File: src/rtl/gb_baz_pkg.sv
// Shared address map and reset constants for the gb_baz_node Ghostbus slave.
package gb_baz_pkg;

  localparam logic [6:0] ADDR_ID      = 7'h00;
  localparam logic [6:0] ADDR_CTRL    = 7'h01;
  localparam logic [6:0] ADDR_STATUS  = 7'h02;
  localparam logic [6:0] ADDR_SCRATCH = 7'h03;
  localparam logic [6:0] ADDR_WCOUNT  = 7'h04;
  localparam logic [6:0] RAM_BASE     = 7'h20;
  localparam logic [6:0] EXT_BASE     = 7'h40;

  localparam logic [31:0] ID_VALUE   = 32'hBA20_0001;
  localparam logic [7:0]  CTRL_RESET = 8'h42;

endpackage

File: src/rtl/gb_baz_ram.sv
// 32-entry local RAM: one synchronous write port, one asynchronous read port.
module gb_baz_ram #(
  parameter int DW = 8
) (
  input  logic          clk,
  input  logic          we,
  input  logic [4:0]    waddr,
  input  logic [DW-1:0] wdata,
  input  logic [4:0]    raddr,
  output logic [DW-1:0] rdata
);

  logic [DW-1:0] mem [32];

  always_ff @(posedge clk) begin
    if (we) begin
      mem[waddr] <= wdata;
    end
  end

  assign rdata = mem[raddr];

endmodule

File: src/rtl/gb_baz_node.sv
// Ghostbus slave node: CSR bank, 32-word RAM and an optional external bridge
// at 0x40-0x7F, enabled by defining BAZ_EXT_BRIDGE_EN.
module gb_baz_node
  import gb_baz_pkg::*;
#(
  parameter int AW = 12,
  parameter int DW = 8
) (
  input  logic          clk,
  input  logic          rst,
  input  logic          demo_sig,
  input  logic          GBPORT_clk,
  input  logic [23:0]   GBPORT_addr,
  input  logic [31:0]   GBPORT_dout,
  output logic [31:0]   GBPORT_din,
  input  logic          GBPORT_we,
  input  logic          GBPORT_wstb,
  input  logic          GBPORT_rstb,
  output logic [5:0]    ext_addr,
  output logic [DW-1:0] ext_wdata,
  output logic          ext_we,
  input  logic [DW-1:0] ext_rdata
);

  logic [6:0]    a;
  logic          wr;
  logic          ram_hit;
  logic          ext_hit;
  logic          count_hit;
  logic          ram_we;
  logic [7:0]    ctrl_q;
  logic [DW-1:0] scratch_q;
  logic [15:0]   wcount_q;
  logic          status_q;
  logic [DW-1:0] ram_rdata;
  logic [31:0]   rd_data;
  logic          sink_unused;

  assign a       = GBPORT_addr[6:0];
  assign wr      = GBPORT_we & GBPORT_wstb;
  assign ram_hit = (a[6:5] == RAM_BASE[6:5]);

`ifdef BAZ_EXT_BRIDGE_EN
  assign ext_hit   = a[6];
  assign ext_addr  = a[5:0];
  assign ext_wdata = GBPORT_dout[DW-1:0];
  assign ext_we    = wr & a[6] & ~rst;
`else
  assign ext_hit   = 1'b0;
  assign ext_addr  = '0;
  assign ext_wdata = '0;
  assign ext_we    = 1'b0;
`endif

  assign count_hit = wr & ((a == ADDR_CTRL) | (a == ADDR_SCRATCH) | ram_hit | ext_hit);
  // A concurrent reset overrides the access, RAM included.
  assign ram_we    = wr & ram_hit & ~rst;

  // Only the low 7 address bits are decoded; the bus clock mirrors clk.
  assign sink_unused = ^{GBPORT_clk, GBPORT_addr[23:7], GBPORT_dout, ext_rdata, AW[0]};

  gb_baz_ram #(
    .DW(DW)
  ) u_ram (
    .clk  (clk),
    .we   (ram_we),
    .waddr(a[4:0]),
    .wdata(GBPORT_dout[DW-1:0]),
    .raddr(a[4:0]),
    .rdata(ram_rdata)
  );

  always_comb begin
    rd_data = '0;
    if (ram_hit) begin
      rd_data = 32'(ram_rdata);
    end else if (ext_hit) begin
      rd_data = 32'(ext_rdata);
    end else begin
      case (a)
        ADDR_ID:      rd_data = ID_VALUE;
        ADDR_CTRL:    rd_data = 32'(ctrl_q);
        ADDR_STATUS:  rd_data = {30'd0, ctrl_q[0], status_q};
        ADDR_SCRATCH: rd_data = 32'(scratch_q);
        ADDR_WCOUNT:  rd_data = 32'(wcount_q);
        default:      rd_data = '0;
      endcase
    end
  end

  always_ff @(posedge clk) begin
    if (rst) begin
      ctrl_q     <= CTRL_RESET;
      scratch_q  <= '0;
      wcount_q   <= '0;
      status_q   <= 1'b0;
      GBPORT_din <= '0;
    end else begin
      status_q <= demo_sig;
      if (GBPORT_rstb) begin
        GBPORT_din <= rd_data;
      end
      if (wr && (a == ADDR_CTRL)) begin
        ctrl_q <= GBPORT_dout[7:0];
      end
      if (wr && (a == ADDR_SCRATCH)) begin
        scratch_q <= GBPORT_dout[DW-1:0];
      end
      if (count_hit) begin
        wcount_q <= wcount_q + 16'd1;
      end
    end
  end

endmodule

File: config.mk
export PLATFORM = sky130hd
export DESIGN_NAME = gb_baz_node
export DESIGN_NICKNAME = d
export VERILOG_FILES = /design/src/rtl/gb_baz_pkg.sv /design/src/rtl/gb_baz_ram.sv /design/src/rtl/gb_baz_node.sv
export SDC_FILE = /design/constraint.sdc
export NUM_CORES = 1
export LEC_CHECK = 0
export ABC_CLOCK_PERIOD_IN_PS = 2720
export CORE_MARGIN = 2
export CORE_UTILIZATION = 35
export CTS_CLUSTER_SIZE = 10
export DETAILED_ROUTE_END_ITERATION = 10
export PLACE_DENSITY = 0.63
export SLEW_MARGIN = 20
export SYNTH_ARGS = -nofsm -noshare
export SYNTH_HDL_FRONTEND = slang
export SYNTH_SLANG_ARGS = --single-unit
File: constraint.sdc
create_clock -name clk -period 2.72 [get_ports clk]
set_input_delay 0.272 -clock clk [delete_from_list [all_inputs] [get_ports clk]]
set_output_delay 0.272 -clock clk [all_outputs]
set_load 0.03 [all_outputs]
# ---- Yosys cells after proc, flatten, opt, wreduce, memory -nomap -nowiden
# Memories as Yosys holds them, arrays and structs flattened.
# Index checks and enable logic that the tools add are counted.
dict set report op_classes {
  add_sub_neg 1
  n_eq_ne 5
  muxes 4
  n_bitwise 7
  reduce_logical 3
}
# op n
set op_table {}
lappend op_table {{$pmux W32 S5} 1}
lappend op_table {{$mux W32} 1}
lappend op_table {{$add A16 B1 Y16 const B} 1}
lappend op_table {{$eq A7 B2 Y1 const B} 2}
lappend op_table {{$eq A7 B1 Y1 const B} 1}
lappend op_table {{$eq A7 B3 Y1 const B} 1}
lappend op_table {{$logic_not A7 Y1} 1}
lappend op_table {{$and A1 B1 Y1} 4}
lappend op_table {{$eq A2 B1 Y1 const B} 1}
lappend op_table {{$logic_and A1 B1 Y1} 2}
lappend op_table {{$mux W1} 2}
lappend op_table {{$or A1 B1 Y1} 2}
lappend op_table {{$not A1 Y1} 1}
dict set report totals {
  ff_bits 65
  ram_bits 256
  inputBits 71
  output_inout_bits 47
  wordCells 26
  mem_count 1
}
# memory words width read_ports rd_ports_with_merged_regs wr line_no
set memory_table {}
lappend memory_table {u_ram.mem 32 8 1 0 1 gb_baz_ram.sv:13} ;# logic [DW-1:0] mem [32];

# ---- Logic depth before layout (Yosys ltp)
# Gate-level depths: netlist (run 1).
dict set report logic_depth {
  ltp_word 5
  ltp_mapped 8
  depth_no_buf 5
}

# ---- By module
# From an unflattened synthesis (run 1), not the netlist that was laid out.
dict set report unflattened {
  cells_unflattened 696
  area_unflattened_um2 12376.9
}
# mod instances cells_each area_per_inst_um2 seq_area_each_um2
set modules_own_cells {}
lappend modules_own_cells {gb_baz_ram 1 409 9893.2 7687.4}
lappend modules_own_cells {gb_baz_node 1 287 2483.6 1001.0}

# ---- Worst setup path after synthesis (run 1)
# No wires, ideal clock.
dict set report synth_path {
  path_kind {input -> register}
  start {input GBPORT_addr[6]}
  end {memory u_ram.mem[7][0] (enable)}
  setup_time_ns 0.395
  t_arrival_ns 2.166
  required_time_ns 2.325
  slack_ns 0.159
  path_stages 6
  n_path_buf 3
  path_cell_list {nand2b_1 > buf_4 > or3_1 > clkbuf_1 > clkbuf_1 > nor4_1}
}
dict set report synth_between {
  elab_chain_cells 5
}
# element line_no
set synth_lines {}
lappend synth_lines {{start, declared} gb_baz_node.sv:13} ;# input logic [23:0] GBPORT_addr,
lappend synth_lines {{$eq A2 B1 Y1} gb_baz_node.sv:41} ;# assign ram_hit = (a[6:5] == RAM_BASE[6:5]);
lappend synth_lines {{$and A1 B1 Y1 (2 in series)} gb_baz_node.sv:57} ;# assign ram_we = wr & ram_hit & ~rst;
lappend synth_lines {{$mux W1} gb_baz_ram.sv:16} ;# if (we) begin
lappend synth_lines {{$mux W1 (implied by the code)} gb_baz_ram.sv:17} ;# mem[waddr] <= wdata;
lappend synth_lines {{end, declared} gb_baz_ram.sv:13}
# Every way passes these cells.

# ---- Final worst setup path (run 1)
dict set report layout_path {
  start {input GBPORT_addr[6]}
  end {memory u_ram.mem[1][2] (enable)}
}
# The elaborated chain is that of the path after synthesis.

==> results.json, run 1 <==
{
  "irDropWorstVdd_v": 0.000447,
  "core_area_um2": 35500,
  "grt_pass1_vias": 6945,
  "hp-class": "input pin to flop",
  "grt-ovfl-total": 0,
  "post_cts_buffers": 0,
  "cp-start-kind": "input pin",
  "cts_tree": "yes",
  "clkLatencyLatePin_ns": 0.52,
  "relSlewSlack_pct": 41.1,
  "p_leak_nw": 4.99,
  "die_area_um2": 37500,
  "cts.clk_slew.worst_paths_ns": 0.05,
  "min_period_over_period_pct": 77.0,
  "synth_ff_type": "edfxtp_1",
  "arrival_ns": 2.31,
  "rows": 69,
  "layout-drive-gt1-share_pct": 22.3,
  "die_w_um": 194,
  "synth_edf_count": 256,
  "cts_sinks": 306,
  "portBuffers": 42,
  "rsz0062_at_grt": "no",
  "cp-end-kind": "flop",
  "track_usage_pct": 14.9,
  "htree_num_levels": 2,
  "n_fill_cell": 3166,
  "post_drt_via_cell_ratio": 5.17,
  "yosysWarnings": 0,
  "place.gp.congestion": 0.837,
  "cts_buffer_depth": 3,
  "synth-seq-cells": 306,
  "syn_area_um2": 12600,
  "gr-max-usage-layer": "met2",
  "dr.pass1.iters": 5,
  "mostFrequentLayoutCell": "edfxtp_1",
  "final_cell_mix": "edfxtp_1 (256), buf_4 (79), nor2_1 (59), mux4_2 (55), dfxtp_1 (50)",
  "avgSynthCellArea_um2": 16.5,
  "ys_async_sr_fraction_pct": 0,
  "reg2reg_slack_ns": 0.69,
  "timing.clock.skew_ns": 0.0169,
  "post_cts_resize_count": 0,
  "max_freq_mhz": 477,
  "grtUsageMet3_pct": 2.42,
  "cp.required_ns": 2.94,
  "grt_start_max_net_pins": 54,
  "use_met1_pct": 21.1,
  "wire_per_inst_um": 20.8,
  "hold_viol_final": 0,
  "die_h_um": 194,
  "root_buffer": "clkbuf_16",
  "dpl-instance-area_um2": 13800,
  "multi_input_area_um2": 3480,
  "yosysUniqueCellTypes": 55,
  "start_util_pct": 35.5,
  "setup_viol": 0,
  "ant_nets": 0,
  "cts_made_buffers": 37,
  "status": "finished clean",
  "fin_nets": 947,
  "area_growth_pct": 18.2,
  "dr_total_vias": 6985,
  "ys_seq_area_share_pct": 69.0,
  "routed_wl_mm": 28.1,
  "grt_pass1_wl_mm": 42.8,
  "antenna_cells": 0,
  "rr_endpoint": "GBPORT_din[3]",
  "power_density_nw_per_um2": 679,
  "antenna_found_initial": 0,
  "maxCapViolCount": 0,
  "ctsHoldBuffers": 0,
  "register_area_um2": 8690,
  "syn_inst": 764,
  "fin_tns_setup_ns": 0,
  "drt_iter0_markers": 526,
  "fin_crit_ns": 2.10,
  "hold_path_end": "status_q",
  "met2_usage_pct": 23.6,
  "dp_hpwl_mm": 18.0,
  "hold_path.startpoint": "demo_sig",
  "drv_slew": 0,
  "drc": 0,
  "critPathKind": "input pin to flop",
  "worstMarginPinSlew_ns": 0.881,
  "power.total_mw": 10.1,
  "cp_max_fo": 12,
  "design_area_um2": 14900,
  "min_path_cells": 2,
  "r2r_cells": 4,
  "ioPinCount": 118,
  "r2r-start": "u_ram.mem[20][3]"
}
==> cells in the mapped netlist, types with 14 or more instances <==
cell type	count	area share, %
a21oi_1	18	0.72
buf_4	43	2.6
clkbuf_1	21	0.63
dfxtp_1	50	8.0
edfxtp_1	256	61
mux2i_1	33	2.6
mux4_2	55	9.8
nand2_1	34	1.0
nand3_1	29	1.2
nor2_1	59	1.8
nor3_1	23	0.91
nor4_1	14	0.70
==> critical path, stage by stage <==
cell and delay, ns:
clkdlybuf4s50_1 0.48, nand2b_1 0.23, or3_1 0.49, buf_4 0.23, nor3_1 0.36, buf_4 0.23
==> per-layer routing <==
layer | share of wire (%) | up-vias | routed length [um]
met2 | 47 | 220 | 13200
li1 | - | 3153 | -
met4 | 2.7 | 0 | 755
met3 | 5.1 | 49 | 1440
met1 | 45 | 3563 | 12700
met5 | 0 | - | 0
==> cell families after synthesis <==
group	Yosys count	synth area share, %
DFF	306	69.0
AOI/OAI and AO/OA	64	3.53
buffers and inverters	79	4.01
adders and majority gates	1	0.0994
xor gates and xnor gates	13	0.905
muxes	99	14.2
other	1	0.0298
and+or+nand+nor	201	8.22
==> layout make-up <==
class / instances / area share (%)
Clock buffer: 50 / 6.68
Inverter: 4 / 0.101
Tap cell: 461 / 3.88
Multi-Input combinational cell: 403 / 23.4
Sequential cell: 306 / 58.4
Clock inverter: 5 / 0.504
Timing Repair Buffer: 123 / 7.05
==> flip-flops by register name (all words and copies together) (netlist names) <==
signal and count:
GBPORT_din 17, ctrl_q 8, scratch_q 8, status_q 1
u_ram.mem 256, wcount_q 16
==> metrics by stage <==
stage	instances	hold WS, ns	utilization, %	setup slack [ns]
global route	1352	0.348	41.9	0.528
finish	1352	0.336	41.9	0.625
CTS	1352	0.320	41.9	0.652
floorplan	788	0.371	-	0.159
detailed placement	1297	0.451	38.9	0.118
global placement	1297	0.445	38.9	0.136
==> worst max-delay path by stage <==
| stage | from | to | slack (ns) | cells past startpoint |
|---|---|---|---|---|
| 6_report | GBPORT_addr[6] | u_ram.mem[1][2] | 0.62 | 6 |
| 5_1_grt | GBPORT_addr[5] | wcount_q[15] | 0.53 | 6 |
| 4_1_cts | GBPORT_addr[5] | wcount_q[15] | 0.65 | 6 |
| 3_5_place_dp | GBPORT_addr[5] | wcount_q[15] | 0.12 | 6 |
| 3_3_place_gp | GBPORT_addr[5] | wcount_q[15] | 0.14 | 6 |
| 2_1_floorplan | GBPORT_addr[6] | u_ram.mem[7][0] | 0.16 | 6 |
==> power by group <==
group | internal (mW) | leakage [nW] | switching (mW)
clock network | 2.63 | 0.517 | 1.78
registers | 5.09 | 2.70 | 0.0131
logic | 0.214 | 1.77 | 0.372
Power figures use the tool's default switching activity.
==> run 2: changes to the inputs <==
--- a/config.mk
+++ b/config.mk
@@ -5,12 +5,12 @@
 export SDC_FILE = /design/constraint.sdc
 export NUM_CORES = 1
 export LEC_CHECK = 0
-export ABC_CLOCK_PERIOD_IN_PS = 2720
+export ABC_CLOCK_PERIOD_IN_PS = 2100
 export CORE_MARGIN = 2
 export CORE_UTILIZATION = 35
 export CTS_CLUSTER_SIZE = 10
 export DETAILED_ROUTE_END_ITERATION = 10
-export PLACE_DENSITY = 0.63
+export PLACE_DENSITY = 0.61
 export SLEW_MARGIN = 20
 export SYNTH_ARGS = -nofsm -noshare
 export SYNTH_HDL_FRONTEND = slang
==> constraint.sdc (replaced) <==
create_clock -name clk -period 2.1 [get_ports clk]
set_input_delay 0.21 -clock clk [delete_from_list [all_inputs] [get_ports clk]]
set_output_delay 0.21 -clock clk [all_outputs]
set_load 0.03 [all_outputs]
==> results.json, run 2 (same netlist as run 1, synthesis figures left out) <==
{
  "status": "finished clean",
  "crit_buf_inv": 1,
  "utilization_pct": 42.9,
  "ctsHoldBuffers": 0,
  "n_fill_cell": 3125,
  "routed_wl_mm": 30.0,
  "crit_cells": 5,
  "grt_pass1_vias": 7017,
  "grt-ovfl-total": 0,
  "final_cell_mix": "edfxtp_1 (256), buf_4 (94), mux4_2 (55), nor2_1 (54), dfxtp_1 (50)",
  "drc": 0,
  "cts.clk_slew.worst_paths_ns": 0.05,
  "dr_total_vias": 7201,
  "ioPinCount": 118,
  "cp-end-kind": "flop",
  "min_period_over_period_pct": 93.1,
  "post_cts_buffers": 0,
  "root_buffer": "clkbuf_16",
  "wire_per_inst_um": 21.8,
  "layout-drive-gt1-share_pct": 25.5,
  "dp_hpwl_mm": 19.7,
  "largest_reg_flops": 256,
  "drv_slew": 0,
  "track_usage_pct": 15.8,
  "antenna_found_initial": 0,
  "dr.pass1.iters": 7,
  "cp-endpoint": "GBPORT_din[4]",
  "worstPathCellList": "mux4_2, a2111oi_0, buf_4, nand3_1, a21o_1",
  "area_growth_pct": 21.0,
  "cts_sinks": 306,
  "cts_buffer_depth": 3,
  "finalWorstSetupSlack_ns": 0.146,
  "drt_iter0_markers": 596,
  "critical_path.max_stage_delay_ns": 0.52,
  "reg2reg_slack_ns": 0.15,
  "irDropWorstVdd_v": 0.000541,
  "htree_num_levels": 2,
  "antenna_cells": 0,
  "r2r-start": "u_ram.mem[20][4]",
  "clkLatencyLatePin_ns": 0.51,
  "die_h_um": 194,
  "maxCapViolCount": 0,
  "pre_cts_ws_ns": -0.358,
  "place.gp.congestion": 0.789,
  "cts_made_buffers": 37,
  "grt_pass1_wl_mm": 45.0,
  "arrival_ns": 2.35,
  "setup_viol": 0,
  "worstMarginPinSlew_ns": 0.543,
  "hp-class": "input pin to flop",
  "cpLargestDelayFamily": "compound AO/OA/AOI/OAI gates",
  "post_cts_resize_count": 0,
  "fin_nets": 973,
  "start_util_pct": 35.5,
  "die_area_um2": 37500,
  "fin_crit_ns": 1.95,
  "cp.required_ns": 2.49,
  "regMostFlops": "u_ram.mem",
  "hold_viol_final": 0,
  "power_density_nw_per_um2": 858,
  "r2r_cells": 5,
  "cp_max_fo": 1,
  "post_drt_via_cell_ratio": 5.23,
  "fin_tns_setup_ns": 0,
  "p_leak_nw": 5.16,
  "portBuffers": 42,
  "critPathKind": "flop to flop",
  "cp-start-kind": "flop",
  "core_area_um2": 35500,
  "ant_nets": 0,
  "die_w_um": 194,
  "whs_ns": 0.293,
  "rr_endpoint": "GBPORT_din[4]",
  "rsz0062_at_grt": "no",
  "cts_tree": "yes",
  "crit_slowest_cell": "a2111oi_0",
  "mostFrequentLayoutCell": "edfxtp_1",
  "rows": 69,
  "grt_start_max_net_pins": 54,
  "max_freq_mhz": 512,
  "crit_start": "u_ram.mem[20][4]",
  "timing.clock.skew_ns": 0.0188,
  "relSlewSlack_pct": 63.6,
  "top_regs": "u_ram.mem x256, GBPORT_din x17, wcount_q x16"
}
run 2: report_power, final:
group / switching (mW) / internal [mW] / total [mW] / leakage, nW
logic: 0.506 / 0.320 / 0.826 / 1.95
registers: 0.0165 / 6.59 / 6.61 / 2.70
clock network: 2.24 / 3.39 / 5.63 / 0.507
total: 2.77 / 10.3 / 13.1 / 5.16
run 2: layout make-up:
| cell class | count | area (um^2) | share of cell area (%) |
|---|---|---|---|
| Clock buffer | 49 | 991 | 6.51 |
| Clock inverter | 4 | 51.3 | 0.337 |
| Inverter | 4 | 15.0 | 0.0986 |
| Multi-Input combinational cell | 403 | 3530 | 23.2 |
| Sequential cell | 306 | 8690 | 57.0 |
| Tap cell | 461 | 577 | 3.79 |
| Timing Repair Buffer | 149 | 1380 | 9.07 |
run 2: routing by layer:
layer | share of wire (%) | up-vias | global-route usage, %
met2 | 47 | 227 | 25.2
met1 | 47 | 3725 | 23.1
met3 | 4.8 | 35 | 2.26
met4 | 1.4 | 0 | 3.62
met5 | 0 | - | 0
li1 | - | 3214 | -
run 2: worst min path at each step:
stage | startpoint | endpoint | slack (ns) | cells after the start
after floorplan | GBPORT_dout[0] | u_ram.mem[0][0] | 0.31 | 0
after global placement | ctrl_q[6] | ctrl_q[6] | 0.44 | 1
after detailed placement | ctrl_q[1] | ctrl_q[1] | 0.45 | 1
after CTS | demo_sig | status_q | 0.27 | 2
after global routing | demo_sig | status_q | 0.30 | 2
final | demo_sig | status_q | 0.29 | 2
run 2: stage by stage:
stage | area, um^2 | cells | power [mW]
floorplan | 12700 | 788 | 7.21
global placement | 14200 | 1323 | 7.56
detailed placement | 14200 | 1323 | 7.56
CTS | 15200 | 1376 | 13.2
global route | 15200 | 1376 | 13.5
finish | 15200 | 1376 | 13.1
